==> src/rtl/ppi_strobed_ports_if.sv <==
// CPU-side register bus of the strobed parallel port block.
interface ppi_strobed_ports_if #(
    parameter int unsigned WIDTH  = 8,
    parameter int unsigned ADDR_W = 2
) ();
    logic [ADDR_W-1:0] addr;
    logic              rd;
    logic              wr;
    logic [WIDTH-1:0]  data_in;
    logic [WIDTH-1:0]  data_out;
    logic              data_oe;

    modport master (
        output addr, rd, wr, data_in,
        input  data_out, data_oe
    );

    modport slave (
        input  addr, rd, wr, data_in,
        output data_out, data_oe
    );
endinterface

==> src/rtl/ppi_strobed_ports.sv <==
// NUM_PORTS parallel ports, each run-time configurable as simple or strobed
// (STB/IBF, OBF/ACK, INTR) input or output, behind a small register bus.
module ppi_strobed_ports #(
    parameter int unsigned WIDTH     = 8,
    parameter int unsigned NUM_PORTS = 2,
    parameter int unsigned ADDR_W    = 2
) (
    input  logic                       clk,
    input  logic                       reset,
    ppi_strobed_ports_if.slave         bus,
    input  logic [NUM_PORTS*WIDTH-1:0] port_in,
    output logic [NUM_PORTS*WIDTH-1:0] port_out,
    output logic [NUM_PORTS-1:0]       port_oe,
    input  logic [NUM_PORTS-1:0]       stb_n,
    input  logic [NUM_PORTS-1:0]       ack_n,
    output logic [NUM_PORTS-1:0]       ibf,
    output logic [NUM_PORTS-1:0]       obf_n,
    output logic [NUM_PORTS-1:0]       intr,
    output logic                       irq
);

    localparam int unsigned IDX_W = (NUM_PORTS > 1) ? $clog2(NUM_PORTS) : 1;
    localparam int unsigned PW    = NUM_PORTS * WIDTH;
    localparam logic [ADDR_W-1:0] STATUS_ADDR = ADDR_W'(NUM_PORTS);
    localparam logic [ADDR_W-1:0] CTRL_ADDR   = ADDR_W'(NUM_PORTS + 1);

    // per-port configuration and handshake state; port_oe doubles as ~dir
    logic [NUM_PORTS-1:0] ie_q, mode_q, ovr_q;
    logic [PW-1:0]        latch_q;
    logic [NUM_PORTS-1:0] stb_s1, stb_s2, stb_prev;
    logic [NUM_PORTS-1:0] ack_s1, ack_s2, ack_prev;

    logic [NUM_PORTS-1:0] ie_nx, mode_nx, ovr_nx, oe_nx;
    logic [PW-1:0]        latch_nx, port_out_nx;
    logic [NUM_PORTS-1:0] ibf_nx, obf_n_nx, intr_nx;
    logic [NUM_PORTS-1:0] stb_s1_nx, stb_s2_nx, stb_prev_nx;
    logic [NUM_PORTS-1:0] ack_s1_nx, ack_s2_nx, ack_prev_nx;
    logic [WIDTH-1:0]     data_out_nx;
    logic                 data_oe_nx;
    logic                 irq_nx;

    logic [NUM_PORTS-1:0] stb_fall, stb_rise, ack_fall, ack_rise;
    logic [WIDTH-1:0]     status;
    logic                 rd_en, ctl_hit, sel, rd_p, wr_p;
    logic [IDX_W-1:0]     ctl_idx;

    // next-state: bus decode, synchronizer shift, per-port handshake rules
    always_comb begin
        ie_nx       = ie_q;
        mode_nx     = mode_q;
        oe_nx       = port_oe;
        ovr_nx      = ovr_q;
        latch_nx    = latch_q;
        port_out_nx = port_out;
        ibf_nx      = ibf;
        obf_n_nx    = obf_n;
        intr_nx     = intr;
        stb_s1_nx   = stb_n;
        stb_s2_nx   = stb_s1;
        stb_prev_nx = stb_s2;
        ack_s1_nx   = ack_n;
        ack_s2_nx   = ack_s1;
        ack_prev_nx = ack_s2;
        stb_fall    = stb_prev & ~stb_s2;
        stb_rise    = ~stb_prev & stb_s2;
        ack_fall    = ack_prev & ~ack_s2;
        ack_rise    = ~ack_prev & ack_s2;
        rd_en       = bus.rd & ~bus.wr;
        ctl_hit     = bus.wr && (bus.addr == CTRL_ADDR);
        ctl_idx     = bus.data_in[IDX_W-1:0];
        data_oe_nx  = rd_en;
        data_out_nx = bus.data_out;
        sel         = 1'b0;
        rd_p        = 1'b0;
        wr_p        = 1'b0;

        status = '0;
        for (int unsigned p = 0; p < NUM_PORTS; p++) begin
            status[3*p]     = port_oe[p] ? ~obf_n[p] : ibf[p];
            status[3*p + 1] = intr[p];
            status[3*p + 2] = ovr_q[p];
        end

        // status/control reads; control and unmapped addresses read as zero
        if (rd_en) begin
            data_out_nx = '0;
            if (bus.addr == STATUS_ADDR) begin
                data_out_nx = status;
                ovr_nx      = '0;
            end
        end

        for (int unsigned p = 0; p < NUM_PORTS; p++) begin
            sel  = (bus.addr == ADDR_W'(p));
            rd_p = rd_en && sel;
            wr_p = bus.wr && sel;

            if (rd_p) begin
                if (port_oe[p])
                    data_out_nx = port_out[p*WIDTH +: WIDTH];
                else if (mode_q[p])
                    data_out_nx = latch_q[p*WIDTH +: WIDTH];
                else
                    data_out_nx = port_in[p*WIDTH +: WIDTH];
            end

            if (!port_oe[p]) begin
                if (mode_q[p]) begin
                    if (rd_p) begin
                        ibf_nx[p]  = 1'b0;
                        intr_nx[p] = 1'b0;
                    end
                    // a read in the same cycle frees the buffer, so the strobe captures
                    if (stb_fall[p]) begin
                        if (!ibf[p] || rd_p) begin
                            latch_nx[p*WIDTH +: WIDTH] = port_in[p*WIDTH +: WIDTH];
                            ibf_nx[p] = 1'b1;
                        end else begin
                            ovr_nx[p] = 1'b1;
                        end
                    end
                    if (stb_rise[p] && ibf[p] && ie_q[p])
                        intr_nx[p] = 1'b1;
                end
            end else begin
                if (wr_p) begin
                    port_out_nx[p*WIDTH +: WIDTH] = bus.data_in;
                    if (mode_q[p]) begin
                        obf_n_nx[p] = 1'b0;
                        intr_nx[p]  = 1'b0;
                    end
                end
                if (mode_q[p]) begin
                    if (ack_fall[p] && !wr_p)
                        obf_n_nx[p] = 1'b1;
                    if (ack_rise[p] && ie_q[p])
                        intr_nx[p] = 1'b1;
                end
            end

            // control write reconfigures the port and overrides any event
            if (ctl_hit && (IDX_W'(p) == ctl_idx)) begin
                ie_nx[p]   = bus.data_in[WIDTH-1];
                mode_nx[p] = bus.data_in[WIDTH-2];
                oe_nx[p]   = ~bus.data_in[WIDTH-3];
                port_out_nx[p*WIDTH +: WIDTH] = '0;
                latch_nx[p*WIDTH +: WIDTH]    = '0;
                ibf_nx[p]   = 1'b0;
                intr_nx[p]  = 1'b0;
                ovr_nx[p]   = 1'b0;
                obf_n_nx[p] = 1'b1;
            end
        end

        irq_nx = |intr_nx;
    end

    // state register; synchronizers preset high so reset never fakes an edge
    always_ff @(posedge clk) begin
        if (reset) begin
            ie_q         <= '0;
            mode_q       <= '0;
            port_oe      <= '0;
            ovr_q        <= '0;
            latch_q      <= '0;
            port_out     <= '0;
            ibf          <= '0;
            obf_n        <= '1;
            intr         <= '0;
            irq          <= 1'b0;
            stb_s1       <= '1;
            stb_s2       <= '1;
            stb_prev     <= '1;
            ack_s1       <= '1;
            ack_s2       <= '1;
            ack_prev     <= '1;
            bus.data_out <= '0;
            bus.data_oe  <= 1'b0;
        end else begin
            ie_q         <= ie_nx;
            mode_q       <= mode_nx;
            port_oe      <= oe_nx;
            ovr_q        <= ovr_nx;
            latch_q      <= latch_nx;
            port_out     <= port_out_nx;
            ibf          <= ibf_nx;
            obf_n        <= obf_n_nx;
            intr         <= intr_nx;
            irq          <= irq_nx;
            stb_s1       <= stb_s1_nx;
            stb_s2       <= stb_s2_nx;
            stb_prev     <= stb_prev_nx;
            ack_s1       <= ack_s1_nx;
            ack_s2       <= ack_s2_nx;
            ack_prev     <= ack_prev_nx;
            bus.data_out <= data_out_nx;
            bus.data_oe  <= data_oe_nx;
        end
    end

endmodule

==> src/flat_wrapper.sv <==
// flat-port wrapper written by rule: the top's interface ports become plain ports
module ppi_strobed_ports_flat 
#(
    parameter int unsigned WIDTH     = 8,
    parameter int unsigned NUM_PORTS = 2,
    parameter int unsigned ADDR_W    = 2
)
  (clk, reset, port_in, port_out, port_oe, stb_n, ack_n, ibf, obf_n, intr, irq, bus_addr, bus_rd, bus_wr, bus_data_in, bus_data_out, bus_data_oe);
  ppi_strobed_ports_if #(.WIDTH(WIDTH), .ADDR_W(ADDR_W)) bus_i ();
  input  logic clk;
  input  logic reset;
  input  logic [NUM_PORTS*WIDTH-1:0] port_in;
  output logic [NUM_PORTS*WIDTH-1:0] port_out;
  output logic [NUM_PORTS-1:0] port_oe;
  input  logic [NUM_PORTS-1:0] stb_n;
  input  logic [NUM_PORTS-1:0] ack_n;
  output logic [NUM_PORTS-1:0] ibf;
  output logic [NUM_PORTS-1:0] obf_n;
  output logic [NUM_PORTS-1:0] intr;
  output logic irq;
  input wire logic [$bits(bus_i.addr)-1:0] bus_addr;
  input wire logic [$bits(bus_i.rd)-1:0] bus_rd;
  input wire logic [$bits(bus_i.wr)-1:0] bus_wr;
  input wire logic [$bits(bus_i.data_in)-1:0] bus_data_in;
  output wire logic [$bits(bus_i.data_out)-1:0] bus_data_out;
  output wire logic [$bits(bus_i.data_oe)-1:0] bus_data_oe;
  assign bus_i.addr = bus_addr;
  assign bus_i.rd = bus_rd;
  assign bus_i.wr = bus_wr;
  assign bus_i.data_in = bus_data_in;
  assign bus_data_out = bus_i.data_out;
  assign bus_data_oe = bus_i.data_oe;
  ppi_strobed_ports #(.WIDTH(WIDTH), .NUM_PORTS(NUM_PORTS), .ADDR_W(ADDR_W)) u_core (.clk(clk), .reset(reset), .bus(bus_i), .port_in(port_in), .port_out(port_out), .port_oe(port_oe), .stb_n(stb_n), .ack_n(ack_n), .ibf(ibf), .obf_n(obf_n), .intr(intr), .irq(irq));
endmodule
==> config.mk <==
export PLATFORM = sky130hd
export DESIGN_NAME = ppi_strobed_ports_flat
export DESIGN_NICKNAME = d
export VERILOG_FILES = /design/src/rtl/ppi_strobed_ports_if.sv /design/src/rtl/ppi_strobed_ports.sv /design/src/flat_wrapper.sv
export SDC_FILE = /design/constraint.sdc
export NUM_CORES = 1
export LEC_CHECK = 0
export ABC_AREA = 1
export BUFFER_PORTS_ARGS = -buffer_cell sky130_fd_sc_hd__buf_2
export CAP_MARGIN = 40
export CORE_MARGIN = 8
export CORE_UTILIZATION = 49
export DETAILED_ROUTE_END_ITERATION = 7
export PLACE_DENSITY = 0.76
export SLEW_MARGIN = 10
export SYNTH_ARGS = -nofsm -noshare
export SYNTH_HDL_FRONTEND = slang
export SYNTH_SLANG_ARGS = --single-unit
==> constraint.sdc <==
create_clock -name clk -period 1.1 [get_ports clk]
set_input_delay 0.22 -clock clk [delete_from_list [all_inputs] [get_ports clk]]
set_output_delay 0.22 -clock clk [all_outputs]
set_load 0.1 [all_outputs]
==> metrics.cfg <==
[detailed_routing]
antenna_viol_nets_final=0
drtPass1Iterations=5
num_vias=3731
routed_wire_length_per_instance_um=18.3
drcViolationCount=0
finalWirelength_um=12200
initialDrtViolationCount=413
avgViaCountPerCell=5.62

[synth]
yosys.cell_types.count=24
total_nets_after_synthesis=490
synth.avg_cell_area_sq_um=6.77
yosys_register_bits=68
yosys_warnings=0
syn-cell-area_sq_um=3090
number_of_cells_produced_by_synthesis=456
seq_total_area_yosys=0.441

[critical_path]
path_cells=buf_6 > buf_12
crit_path_max_incr_delay_ns=0.40
r2r_setup_slack_ns=-0.16
worst-endpoint-required_ns=0.88
worstSetupPathType=flop to output pin
worstReg2RegStart=u_core.port_oe[1]
worst-path-max-fanout=3
worst_r2r_endpoint=u_core.bus.data_out[0]
crit_path_end_kind=output pin
critPathCapture=port_oe[0]
startpoint_type=flop
cpMaxStageDelayCell=dfxtp_4
worstPathArrival_ns=1.06
worstRegToRegCells=8
cp-startpoint=u_core.port_oe[0]

[global_route]
grt_first_pass_wirelength_um=16800
track_usage=0.245
globalRoute.totalOverflow=0
grt_start_max_net_pins=19
number_of_global_route_vias_before_repair=3447
grt_antenna_before_repair=0

[sta]
final-setup-viol-count=69
hold_slack_ns=0.0285
final_period_minus_worst_setup_slack_ns=1.28
timing.final.crit_share=1.17
fmax_mhz=779
report.final.hold_viol_count=0
unrepaired_setup_endpoints_after_global_routing=yes
timing.clock.skew_ns=0.0141
fin_ws_ns=-0.184
max-slew-margin-rel=0.780
final_max_slew_viol_count=0
actual_slew_at_the_worst_max_slew_pin_ns=0.329

[clocking]
insertion_delay_ns=0.37
cts.sinks=68
cts.htree.levels=3
clk_transition_reported_paths_ns=0.08
cts_root_buffer=clkbuf_8
tritoncts=yes
holdBufCountCts=0
numCtsBuffers=9
clock_tree.buffer_depth=2

[finish]
layout.filler_cells=392
fraction_of_layout_cells_with_a_size_suffix_above_1=0.455
synthesis_to_finish_area_growth_pct=63.5
antenna_cells_inserted=0
finish.net_count=617
reg_top3=u_core.latch_q (16), u_core.port_out (16), u_core.bus.data_out (8)

[place]
place_hpwl_um=7460
placement.io_buffers=67
place_worst_setup_slack_ns=-0.127
globalplace.congestion=0.968

[floorplanning]
die_height_um=95.4
io_pins=68
die_width_um=95.4
core_region_area_sq_um=6240
initial_utilization=0.495
floorplan.rows=29
die-area_sq_um=9100

[outcome]
run_status=finished, violations left
violated_checks=negative setup slack

[worst_hold_path]
min_path_type=input pin to flop

[pwr]
vdd_drop_max_mv=1.17
leakagePower_nw=2.22
p_per_area_nw_per_um2=1170

[run]
max_capacitance_violation_count=0

## layout make-up
type	instances	area (sq um)	share of cell area
multi-input cells	323	1710	0.338
flip-flops and latches	68	1440	0.284
repair buffers	127	1370	0.272
inverters	53	223	0.0441
clock buffers	10	149	0.0295
well taps	77	96.3	0.0191
clock inverters	5	60.1	0.0119
repair inverters	1	6.26	0.00124
## kinds of logic (layout without fill, tap and decap cells)
kind of cell,Yosys count,after routing,synth area share
AOI/OAI and AO/OA,79,79,0.133
and+or+nand+nor,241,244,0.337
DFF,68,68,0.441
buffers and inverters,68,196,0.0891
## how the worst min path moves through the flow
stage	startpoint	to	slack (ns)	cells after the start
after global placement	u_core.stb_s1[0]	u_core.stb_prev_nx[0]	0.40	1
after detailed placement	u_core.ack_s1[0]	u_core.ack_prev_nx[0]	0.40	1
after floorplan	bus_data_in[5]	u_core.port_oe[0]	0.30	1
after CTS	stb_n[1]	u_core.stb_s1[1]	0.03	2
after global routing	stb_n[1]	u_core.stb_s1[1]	0.02	2
final	stb_n[1]	u_core.stb_s1[1]	0.03	2
## worst max-delay path, delay by kind of cell (launching register included)
family                 cells  cell delay [ns]
buffers and inverters      2             0.29
flip-flops                 1             0.40
## metrics by stage
| stage | instances | util | power (W) | setup TNS, ns | area, sq um |
|---|---|---|---|---|---|
| final | 664 | 0.810 | 0.00592 | -3.82 | 5050 |
| after global routing | 664 | 0.810 | 0.00607 | -6.27 | 5050 |
| after global placement | 624 | 0.702 | 0.00361 | -2.32 | 4380 |
| after floorplan | 456 | - | 0.00319 | -3.91 | 3250 |
| after detailed placement | 624 | 0.702 | 0.00362 | -3.59 | 4380 |
| after CTS | 655 | 0.773 | 0.00579 | -2.04 | 4830 |
## where the power goes
part | leakage, nW | internal, W | switching, W
logic | 1.55 | 0.000426 | 0.000702
registers | 0.571 | 0.00251 | 0.0000615
clock network | 0.103 | 0.00118 | 0.00104
## cell usage in the layout, fill, tap and decap left out, types with 14 or more instances in the layout
cell type | synthesis | routed
a21oi_1 | 36 | 25
buf_12 | 0 | 37
buf_2 | 10 | 34
buf_4 | 0 | 45
dfxtp_1 | 68 | 32
dfxtp_2 | 0 | 24
inv_1 | 47 | 43
nand2_1 | 109 | 95
nand2_2 | 1 | 14
nand3_1 | 39 | 30
nor2_1 | 70 | 58
o21ai_0 | 35 | 22
## metal layers
metal	vias up	global-route usage	part of all wire
met5	-	0	0
met4	0	0.128	0.043
met2	222	0.402	0.48
met3	57	0.0567	0.091
met1	1746	0.293	0.39
li1	1706	-	-
## repair_timing
item | CTS | global route
resized for setup | 34 | 49
setup buffers | 15 | 5
pin swaps | 14 | 24
endpoints found under the setup margin | 64 | 73
endpoints found under the hold margin | 0 | 0
gates cloned | 1 | 4
## cell usage after synthesis, drive strengths merged
library cell	count	area [sq um]
buf	11	61.3
nand3	41	215
nand2	110	415
nand4	1	6.26
clkbuf	4	15.0
o21ai	38	194
a21oi	37	189
or2	9	56.3
inv	51	191
nor3	1	5.00
o22ai	2	12.5
dfxtp	68	1360
o211ai	2	15.0
nor2	79	344
clkinv	2	7.51
No activity file was read; power rests on OpenSTA's default activity.
